===== src/rtl/spi_frame_rx.sv =====
// SPI mode-0 slave: 7-byte command frames committed atomically to lamp registers.
// Commit is SYNC_STAGES+2 clk after cs_n is first sampled high; strobe-only outputs, no backpressure.
module spi_frame_rx #(
    parameter int         SYNC_STAGES = 2,
    parameter logic [7:0] RST_MODE    = 8'h00,
    parameter logic [7:0] RST_LINT    = 8'h00
) (
    input  logic       clk,
    input  logic       rst_n,
    input  logic       sck,
    input  logic       cs_n,
    input  logic       mosi,
    output logic [7:0] mode,
    output logic [7:0] lint,
    output logic [7:0] color_idx,
    output logic [7:0] red,
    output logic [7:0] green,
    output logic [7:0] blue,
    output logic [7:0] white,
    output logic       frame_stb,
    output logic       frame_err,
    output logic       byte_stb,
    output logic [7:0] rx_byte
);

    typedef enum logic [1:0] {IDLE, RX, COMMIT, DROP} state_t;

    logic [SYNC_STAGES-1:0] sck_sync_q, cs_sync_q, mosi_sync_q, warm_q;
    logic                   sck_s, cs_s, mosi_s;
    logic                   sck_prev_q, cs_prev_q, armed_q;
    logic                   sck_rise_q, cs_rise_q, cs_fall_q, mosi_q;

    state_t      state_q, state_d;
    logic [2:0]  bit_cnt_q, bit_cnt_d;
    logic [2:0]  byte_cnt_q, byte_cnt_d;
    logic [6:0]  shift_q, shift_d;
    logic [7:0]  new_byte;
    logic [7:0]  shadow_q [7];
    logic [7:0]  shadow_d [7];
    logic [7:0]  out_q [7];
    logic [7:0]  out_d [7];
    logic [7:0]  rx_byte_q, rx_byte_d;
    logic        frame_stb_q, frame_stb_d;
    logic        frame_err_q, frame_err_d;
    logic        byte_stb_q, byte_stb_d;

    assign sck_s  = sck_sync_q[SYNC_STAGES-1];
    assign cs_s   = cs_sync_q[SYNC_STAGES-1];
    assign mosi_s = mosi_sync_q[SYNC_STAGES-1];

    // armed_q only sets once a genuine (post-warm-up) high cs_n is seen, so a frame
    // already in progress when reset releases is never picked up mid-way.
    always_ff @(posedge clk or negedge rst_n) begin
        if (!rst_n) begin
            sck_sync_q  <= '0;
            cs_sync_q   <= '1;
            mosi_sync_q <= '0;
            warm_q      <= '0;
            sck_prev_q  <= 1'b0;
            cs_prev_q   <= 1'b1;
            armed_q     <= 1'b0;
            sck_rise_q  <= 1'b0;
            cs_rise_q   <= 1'b0;
            cs_fall_q   <= 1'b0;
            mosi_q      <= 1'b0;
        end else begin
            sck_sync_q  <= {sck_sync_q[SYNC_STAGES-2:0], sck};
            cs_sync_q   <= {cs_sync_q[SYNC_STAGES-2:0], cs_n};
            mosi_sync_q <= {mosi_sync_q[SYNC_STAGES-2:0], mosi};
            warm_q      <= {warm_q[SYNC_STAGES-2:0], 1'b1};
            sck_prev_q  <= sck_s;
            cs_prev_q   <= cs_s;
            armed_q     <= armed_q | (warm_q[SYNC_STAGES-1] & cs_s);
            sck_rise_q  <= sck_s & ~sck_prev_q;
            cs_rise_q   <= cs_s & ~cs_prev_q;
            cs_fall_q   <= armed_q & cs_prev_q & ~cs_s;
            mosi_q      <= mosi_s;
        end
    end

    always_comb begin
        state_d     = state_q;
        bit_cnt_d   = bit_cnt_q;
        byte_cnt_d  = byte_cnt_q;
        shift_d     = shift_q;
        shadow_d    = shadow_q;
        out_d       = out_q;
        rx_byte_d   = rx_byte_q;
        frame_stb_d = 1'b0;
        frame_err_d = 1'b0;
        byte_stb_d  = 1'b0;
        new_byte    = {shift_q, mosi_q};

        case (state_q)
            IDLE: begin
                if (cs_fall_q) begin
                    state_d    = RX;
                    bit_cnt_d  = 3'd0;
                    byte_cnt_d = 3'd0;
                end
            end
            RX: begin
                // cs_n rise takes priority over a coincident sck rise
                if (cs_rise_q) begin
                    if (byte_cnt_q == 3'd7 && bit_cnt_q == 3'd0) begin
                        state_d = COMMIT;
                    end else if (byte_cnt_q == 3'd0 && bit_cnt_q == 3'd0) begin
                        state_d = IDLE;
                    end else begin
                        state_d     = IDLE;
                        frame_err_d = 1'b1;
                    end
                end else if (sck_rise_q) begin
                    if (byte_cnt_q == 3'd7) begin
                        state_d     = DROP;
                        frame_err_d = 1'b1;
                    end else begin
                        shift_d   = new_byte[6:0];
                        bit_cnt_d = bit_cnt_q + 3'd1;
                        if (bit_cnt_q == 3'd7) begin
                            rx_byte_d            = new_byte;
                            shadow_d[byte_cnt_q] = new_byte;
                            byte_stb_d           = 1'b1;
                            byte_cnt_d           = byte_cnt_q + 3'd1;
                        end
                    end
                end
            end
            COMMIT: begin
                out_d       = shadow_q;
                frame_stb_d = 1'b1;
                state_d     = IDLE;
            end
            DROP: begin
                if (cs_rise_q) begin
                    state_d = IDLE;
                end
            end
            default: state_d = IDLE;
        endcase
    end

    always_ff @(posedge clk or negedge rst_n) begin
        if (!rst_n) begin
            state_q     <= IDLE;
            bit_cnt_q   <= 3'd0;
            byte_cnt_q  <= 3'd0;
            shift_q     <= 7'd0;
            rx_byte_q   <= 8'd0;
            frame_stb_q <= 1'b0;
            frame_err_q <= 1'b0;
            byte_stb_q  <= 1'b0;
            for (int i = 0; i < 7; i++) begin
                shadow_q[i] <= 8'd0;
                out_q[i]    <= 8'd0;
            end
            out_q[0] <= RST_MODE;
            out_q[1] <= RST_LINT;
        end else begin
            state_q     <= state_d;
            bit_cnt_q   <= bit_cnt_d;
            byte_cnt_q  <= byte_cnt_d;
            shift_q     <= shift_d;
            rx_byte_q   <= rx_byte_d;
            frame_stb_q <= frame_stb_d;
            frame_err_q <= frame_err_d;
            byte_stb_q  <= byte_stb_d;
            shadow_q    <= shadow_d;
            out_q       <= out_d;
        end
    end

    assign mode      = out_q[0];
    assign lint      = out_q[1];
    assign color_idx = out_q[2];
    assign red       = out_q[3];
    assign green     = out_q[4];
    assign blue      = out_q[5];
    assign white     = out_q[6];
    assign frame_stb = frame_stb_q;
    assign frame_err = frame_err_q;
    assign byte_stb  = byte_stb_q;
    assign rx_byte   = rx_byte_q;

endmodule

===== config.mk =====
export PLATFORM = sky130hd
export DESIGN_NAME = spi_frame_rx
export DESIGN_NICKNAME = d
export VERILOG_FILES = /design/src/rtl/spi_frame_rx.sv
export SDC_FILE = /design/constraint.sdc
export NUM_CORES = 1
export LEC_CHECK = 0
export ABC_CLOCK_PERIOD_IN_PS = 3900
export CAP_MARGIN = 10
export CORE_UTILIZATION = 45
export CTS_CLUSTER_DIAMETER = 120
export DETAILED_ROUTE_END_ITERATION = 10
export GPL_ROUTABILITY_DRIVEN = 1
export GPL_TIMING_DRIVEN = 1
export PLACE_DENSITY = 0.67
export SETUP_SLACK_MARGIN = 0.4
export SLEW_MARGIN = 20
export SYNTH_ARGS = -nofsm -noshare
export SYNTH_HDL_FRONTEND = slang
export SYNTH_SLANG_ARGS = --single-unit

===== constraint.sdc =====
create_clock -name clk -period 3.9 [get_ports clk]
set_input_delay 0.78 -clock clk [delete_from_list [all_inputs] [get_ports clk]]
set_output_delay 0.78 -clock clk [all_outputs]
set_load 0.05 [all_outputs]

==> out/results.tsv, run 1 <==
stage	metric	value	unit
setup_path	CP peak stage delay	0.82	ns
finish	Layout Area Growth over Synthesis	24.68	%
global_routing	largest net degree at the start of global routing	92	
floorplan	Die X-Extent	116.5	microns
synth	synth warn	0	
synth	synth top area cells	dfrtp_1 (64%), mux2_2 (24%), ha_1 (1.5%)	
clock_network	CTS buffer count	17	
timing	setup violators final	0	
setup_path	slowest stage cell, crit path	clkdlybuf4s50_1	
detailed_routing	Wirelength per Cell	17.37	microns
setup_path	Critical Path Source Type	register	
setup_path	crit path capture type	output pin	
timing	Tmin final	2.395	ns
clock_network	CTS Root Cell	clkbuf_16	
synth	Post-synth EDFFs	0	
floorplan	Die H	116.5	microns
detailed_routing	routed vias/inst	5.077	
timing	fmax	417.6	MHz
synth	Syn Area/Cell	15.94	sq um
placed_design	PortBufs	71	
global_routing	first-pass GRT wire length	17.76	mm
timing	Max Transition Viols Final	0	
global_routing	Overflow after GRT	0	
floorplan	I/O pin count	72	
finish	non-filler cells, final	627	
finish	commonest non-fill, non-tap cell in the layout	dfrtp_1	
finish	layout net count	455	
setup_path	crit-path max FO	2	
placed_design	DP Cell Count	596	
clock_network	CTS tree	done	
global_routing	vias in the first global route	3352	
finish	n_diodes	0	
setup_path	r2r worst-path depth	5	
placed_design	DP HPWL	6.864	mm
synth	Synth cell types	36	
synth	Yosys top cell by area	dfrtp_1	
setup_path	CP cell instances	clkdlybuf4s50_1	
global_routing	GRT Util Overall	0.1811	
timing	RSZ-0062 raised after global routing	no	
finish	design area	7352	sq um
timing	clock skew	0.006483	ns
synth	Main synth FF type	dfrtp_1	
setup_path	critical path class	register to output pin	
detailed_routing	via count	3183	
synth	post-synth net total	382	
synth	Post-Syn Area	5897	sq um
timing	Slew HR	0.4555	
detailed_routing	total wire length	10.89	mm
power	PwrDens	484.9	nW/um^2
detailed_routing	drt pass-1 iters	4	
clock_network	postcts setup bufs	0	
detailed_routing	DRT antenna net count	0	
status	outcome	complete, no violations	
setup_path	critical path data arrival time	1.61	ns
placed_design	Placer Congestion	0.8769	
timing	final hold vios	0	
clock_network	CTS Hold Bufs	0	
global_routing	initial antenna violation count	0	
clock_network	cts repair resizes	0	
clock_network	CTS Buffer Depth	2	
detailed_routing	Post-route DRC	0	
finish	commonest cells after routing, fill and taps aside	dfrtp_1 (150), mux2_2 (127), clkdlybuf4s50_1 (70)	
synth	Cells after Synth	370	
flow_run	Max Cap Violations	0	
worst_hold_path	Hold Crit Depth	0	
timing	slew at the pin closest to its max-slew limit	0.8168	ns
setup_path	Buf/Inv on CP	1	
floorplan	Core Area	12720	sq um
floorplan	# rows	41	
timing	setup TNS	0	ns
setup_path	CP required	3.12	ns
worst_hold_path	Hold/Removal Path Class	register to register	
clock_network	deepest level of the CTS H-tree	4	
clock_network	Clock Sinks	153	
synth	Async SR Flop Fraction	1.000	
setup_path	CP delay by family, top	buffers and inverters	
finish	post-layout util	0.5779	
power	leakage	3.578	nW
clock_network	Clk Latency, worst-skew pair	0.42	ns
finish	share of cells above drive strength 1	0.3890	
synth	post-synthesis sequential area ratio	0.6499	
timing	Final Cycle Share	0.6140	
floorplan	die footprint	13570	sq um
floorplan	initial core utilization	0.4635	
setup_path	critical path depth	1	
power	Peak VDD IR	0.0002465	V
clock_network	clock slew at reported path FFs	0.06	ns
placed_design	Post-DP Area	6760	sq um
synth	top-area cell type share of the netlist area	0.6365	
detailed_routing	DRT iter0 DRCs	114	
synth	register bit total from synthesis	153	
[area by class of cell]
class                   instances  area (sq um)
well taps                     172         215.2
clock inverters                 6         86.33
multi-input cells             189          1936
fillers                      1068          5370
inverters                       8         30.03
flip-flops and latches        153          3832
repair buffers                 74         747.0
clock buffers                  25         505.5
[per-stage QoR]
step	power (W)	setup WS (ns)	hold slack, ns
2_1_floorplan	0.001862	1.889	0.3312
3_3_place_gp	0.001979	1.620	0.3332
3_5_place_dp	0.001982	1.552	0.3378
4_1_cts	0.003604	1.489	0.3505
5_1_grt	0.003715	1.451	0.3515
6_report	0.003565	1.505	0.3466
[cells in the mapped netlist, types with 2 or more instances]
| cell | number |
|---|---|
| o21ai_0 | 5 |
| inv_1 | 8 |
| mux2_2 | 127 |
| a21oi_1 | 2 |
| nand3_1 | 2 |
| or3b_2 | 2 |
| nand4_2 | 3 |
| ha_1 | 7 |
| buf_6 | 2 |
| nand3_2 | 4 |
| mux2i_1 | 3 |
| buf_2 | 10 |
| buf_1 | 6 |
| dfrtp_1 | 150 |
| nor2b_1 | 6 |
| dfstp_2 | 3 |
| a211oi_1 | 2 |
| nand2_1 | 8 |
| nor2_1 | 3 |
[where the power goes]
| group | internal [W] | switching, W | total (W) |
|---|---|---|---|
| logic | 0.0000800 | 0.000103 | 0.000183 |
| registers | 0.00164 | 0.000131 | 0.00177 |
| clock network | 0.00102 | 0.000592 | 0.00162 |
[cells by family (layout without fill, tap and decap cells)]
family                   count (synthesis)  after routing  synth area share
other                                    1              1         0.0006359
buffers and inverters                   28            113           0.02313
multiplexers                           130            130            0.2476
flip-flops                             153            153            0.6499
adder cells (fa/ha/maj)                  7              7           0.01485
AND/OR/NAND/NOR                         37             37           0.04859
AO/OA/AOI/OAI                           14             14           0.01528
[registers in the layout (all words and copies together), names as in the netlist, 3 cells and up]
signal	count
rx_byte	8
mode	8
white	8
lint	8
color_idx	8
blue	8
shadow_q	56
red	8
bit_cnt_q	3
byte_cnt_q	3
shift_q	7
green	8
[path summary, 6_finish.rpt]
| check | slack (ns) | from | end |
|---|---|---|---|
| setup / recovery | 1.51 | rx_byte[6]$_DFFE_PN0P_ | rx_byte[6] |
| hold / removal | 0.35 | warm_q[0]$_DFF_PN0_ | warm_q[1]$_DFF_PN0_ |
| setup reg to reg | 1.55 | byte_cnt_q[1]$_DFFE_PN0P_ | rx_byte[0]$_DFFE_PN0P_ |
| hold reg to reg | 0.35 | warm_q[0]$_DFF_PN0_ | warm_q[1]$_DFF_PN0_ |
| max in group asynchronous | 2.66 | rst_n | shadow_q[28]$_DFFE_PN0P_ |
| min in group asynchronous | 0.44 | rst_n | frame_stb$_DFF_PN0_ |
[layer usage]
| metal | routed length (microns) | vias up | track usage |
|---|---|---|---|
| met5 | 0 | - | 0 |
| met4 | 175 | 0 | 0.08205 |
| met3 | 370 | 15 | 0.04826 |
| met2 | 5377 | 72 | 0.2884 |
| met1 | 4965 | 1653 | 0.2327 |
| li1 | - | 1443 | - |
(Power assumes the default switching activity.)
==> inputs of run 2 (changes only) <==
--- a/config.mk
+++ b/config.mk
@@ -5,14 +5,14 @@
 export SDC_FILE = /design/constraint.sdc
 export NUM_CORES = 1
 export LEC_CHECK = 0
-export ABC_CLOCK_PERIOD_IN_PS = 3900
+export ABC_CLOCK_PERIOD_IN_PS = 2050
 export CAP_MARGIN = 10
 export CORE_UTILIZATION = 45
 export CTS_CLUSTER_DIAMETER = 120
 export DETAILED_ROUTE_END_ITERATION = 10
 export GPL_ROUTABILITY_DRIVEN = 1
 export GPL_TIMING_DRIVEN = 1
-export PLACE_DENSITY = 0.67
+export PLACE_DENSITY = 0.69
 export SETUP_SLACK_MARGIN = 0.4
 export SLEW_MARGIN = 20
 export SYNTH_ARGS = -nofsm -noshare
==> constraint.sdc (replaced) <==
create_clock -name clk -period 2.05 [get_ports clk]
set_input_delay 0.41 -clock clk [delete_from_list [all_inputs] [get_ports clk]]
set_output_delay 0.41 -clock clk [all_outputs]
set_load 0.05 [all_outputs]
==> run 2 against run 1 <==
  * Clock power rose by 80%
  * Final cell count rose by 3.8%
  * Worst hold slack got worse by 0.0016 ns
  * Wire length rose by 3.5%
  * Count of clock-buffer cells in the layout fell by 4
  * Critical endpoint is now shadow_q[10]$_DFFE_PN0P_
  * Largest cell class unchanged
  * Largest power group unchanged
  * Highest routed layer unchanged
==> out/results.tsv, run 2 (same netlist as run 1, synthesis figures left out) <==
stage	metric	value	unit	change
timing	Slew HR	0.6637		+0.2083
timing	RSZ-0062 raised after global routing	yes		
floorplan	Die H	116.5	microns	unchanged
flow_run	Max Cap Violations	0		unchanged
timing	Max Transition Viols Final	0		unchanged
placed_design	Setup Slack @ Placement	0.1307	ns	-1.421 ns
global_routing	first-pass GRT wire length	18.39	mm	+3.5%
placed_design	DP HPWL	7.197	mm	+4.9%
timing	Tmin final	1.835	ns	
power	Peak VDD IR	0.0004349	V	+76%
clock_network	Clock Sinks	153		unchanged
detailed_routing	via count	3298		+3.6%
worst_hold_path	Hold/Removal Path Class	register to register		
clock_network	CTS Buffer Depth	2		unchanged
floorplan	die footprint	13570	sq um	unchanged
detailed_routing	DRT iter0 DRCs	124		+8.8%
timing	slew at the pin closest to its max-slew limit	0.5044	ns	-0.3124 ns
power	leakage	3.749	nW	+4.8%
detailed_routing	drt pass-1 iters	4		unchanged
finish	share of cells above drive strength 1	0.5825		+0.1935
power	PwrDens	864.9	nW/um^2	+78%
floorplan	Core Area	12720	sq um	unchanged
clock_network	CTS buffer count	17		unchanged
timing	Final Cycle Share	0.8952		
setup_path	CP cell instances	ha_2 -> ha_4 -> and4bb_4 -> nand4_4 -> mux2_4		
placed_design	Placer Congestion	0.9030		+3.0%
finish	non-filler cells, final	651		+3.8%
global_routing	Overflow after GRT	0		unchanged
finish	largest register by flop count	shadow_q		
finish	commonest non-fill, non-tap cell in the layout	dfrtp_1		
floorplan	Die X-Extent	116.5	microns	unchanged
finish	n_diodes	0		unchanged
finish	Largest register FFs	56		unchanged
timing	setup violators final	0		unchanged
global_routing	initial antenna violation count	0		unchanged
detailed_routing	total wire length	11.27	mm	+3.5%
timing	fmax	544.9	MHz	
placed_design	PortBufs	71		unchanged
clock_network	CTS tree	done		
setup_path	CP required	2.35	ns	-0.77 ns
finish	commonest cells after routing, fill and taps aside	dfrtp_1 (149), mux2_2 (117), clkdlybuf4s15_2 (63)		
setup_path	CP peak stage delay	0.41	ns	-0.41 ns
floorplan	initial core utilization	0.4635		unchanged
clock_network	Clk Latency, worst-skew pair	0.42	ns	about the same
clock_network	CTS Root Cell	clkbuf_16		
finish	post-layout util	0.6099		+0.03196
status	outcome	complete, no violations		
setup_path	critical path class	register to register		
setup_path	Critical Path Source Type	register		
floorplan	# rows	41		unchanged
global_routing	largest net degree at the start of global routing	52		-43%
timing	setup TNS	0	ns	unchanged
timing	clock skew	0.005413	ns	-0.001069 ns
setup_path	crit path capture type	register		
clock_network	deepest level of the CTS H-tree	4		unchanged
timing	Final WS setup	0.2148	ns	-1.291 ns
detailed_routing	DRT antenna net count	0		unchanged
detailed_routing	Wirelength per Cell	17.31	microns	-0.34%
setup_path	critical path data arrival time	2.14	ns	+0.53 ns
setup_path	crit-path max FO	8		+6
floorplan	I/O pin count	72		unchanged
clock_network	clock slew at reported path FFs	0.06	ns	about the same
timing	final hold vios	0		unchanged
finish	Layout Area Growth over Synthesis	31.57	%	
setup_path	reg-to-reg slack, setup	0.21	ns	-1.34 ns
finish	layout net count	478		+5.1%
detailed_routing	Post-route DRC	0		unchanged
placed_design	DP Cell Count	606		+1.7%
setup_path	r2r worst-path depth	5		unchanged
detailed_routing	routed vias/inst	5.066		-0.21%
worst_hold_path	Hold Crit Depth	0		unchanged
setup_path	slowest stage cell, crit path	and4bb_4		
global_routing	vias in the first global route	3452		+3.0%
global_routing	GRT Util Overall	0.1879		+0.006753
finish	layout filler cell count	1013		-5.1%
## run 2: cell count changes in the layout (fill, tap and decap cells not counted), sizes merged
cell	change
dlygate4sd3	+1
and2	+1
clkdlybuf4s50	-67
clkinv	+4
bufinv	-1
clkinvlp	+2
clkdlybuf4s15	+63
buf	+21
## run 2: critical path, delay by kind of cell (launching register included)
family / cells / cell delay [ns]
adders and majority gates: 2 / 0.39
DFF: 1 / 0.38
and+or+nand+nor: 2 / 0.61
muxes: 1 / 0.34
## run 2: through the flow
stage / cell area, sq um / hold slack, ns / power, W
floorplan: 5987 / 0.1144 / 0.003556
global placement: 6928 / 0.3314 / 0.003778
detailed placement: 6928 / 0.3347 / 0.003799
CTS: 7730 / 0.3483 / 0.006768
global route: 7759 / 0.3564 / 0.006968
finish: 7759 / 0.3450 / 0.006710
## run 2: path summary, 6_finish.rpt
kind | end | startpoint
max in group asynchronous | byte_stb$_DFF_PN0_ | rst_n
hold / removal | warm_q[1]$_DFF_PN0_ | warm_q[0]$_DFF_PN0_
setup / recovery | shadow_q[10]$_DFFE_PN0P_ | byte_cnt_q[0]$_DFFE_PN0P_
hold reg to reg | warm_q[1]$_DFF_PN0_ | warm_q[0]$_DFF_PN0_
min in group asynchronous | lint[7]$_DFFE_PN0P_ | rst_n
setup reg to reg | shadow_q[10]$_DFFE_PN0P_ | byte_cnt_q[0]$_DFFE_PN0P_
## run 2: per-layer routing
layer  vias up  share of wire  track usage
met4         0          0.020      0.08462
li1       1490              -            -
met5         -              0            0
met1      1724           0.45       0.2432
met2        63           0.49       0.2951
met3        21          0.039      0.05345
## run 2: power breakdown
part	switching (W)	internal [W]
sequential	0.000238	0.00311
combinational	0.000241	0.000207
clock	0.00115	0.00176
## run 2: cell type report
class | count | area [sq um] | area share
flip-flops and latches | 153 | 3834 | 0.4941
multi-input cells | 190 | 2093 | 0.2698
repair buffers | 96 | 1021 | 0.1316
well taps | 172 | 215.2 | 0.02774
inverters | 8 | 30.03 | 0.003870
clock buffers | 21 | 470.5 | 0.06064
clock inverters | 11 | 95.09 | 0.01226
## run 2: repair_timing
item                       in CTS  in global routing
gates cloned                    2                  0
hold endpoints to repair       44                  0
setup buffers                   9                  1
resized for setup             209                 17
setup endpoints to repair     194                 95
hold buffers                    1                  0
pin swaps                       7                  4
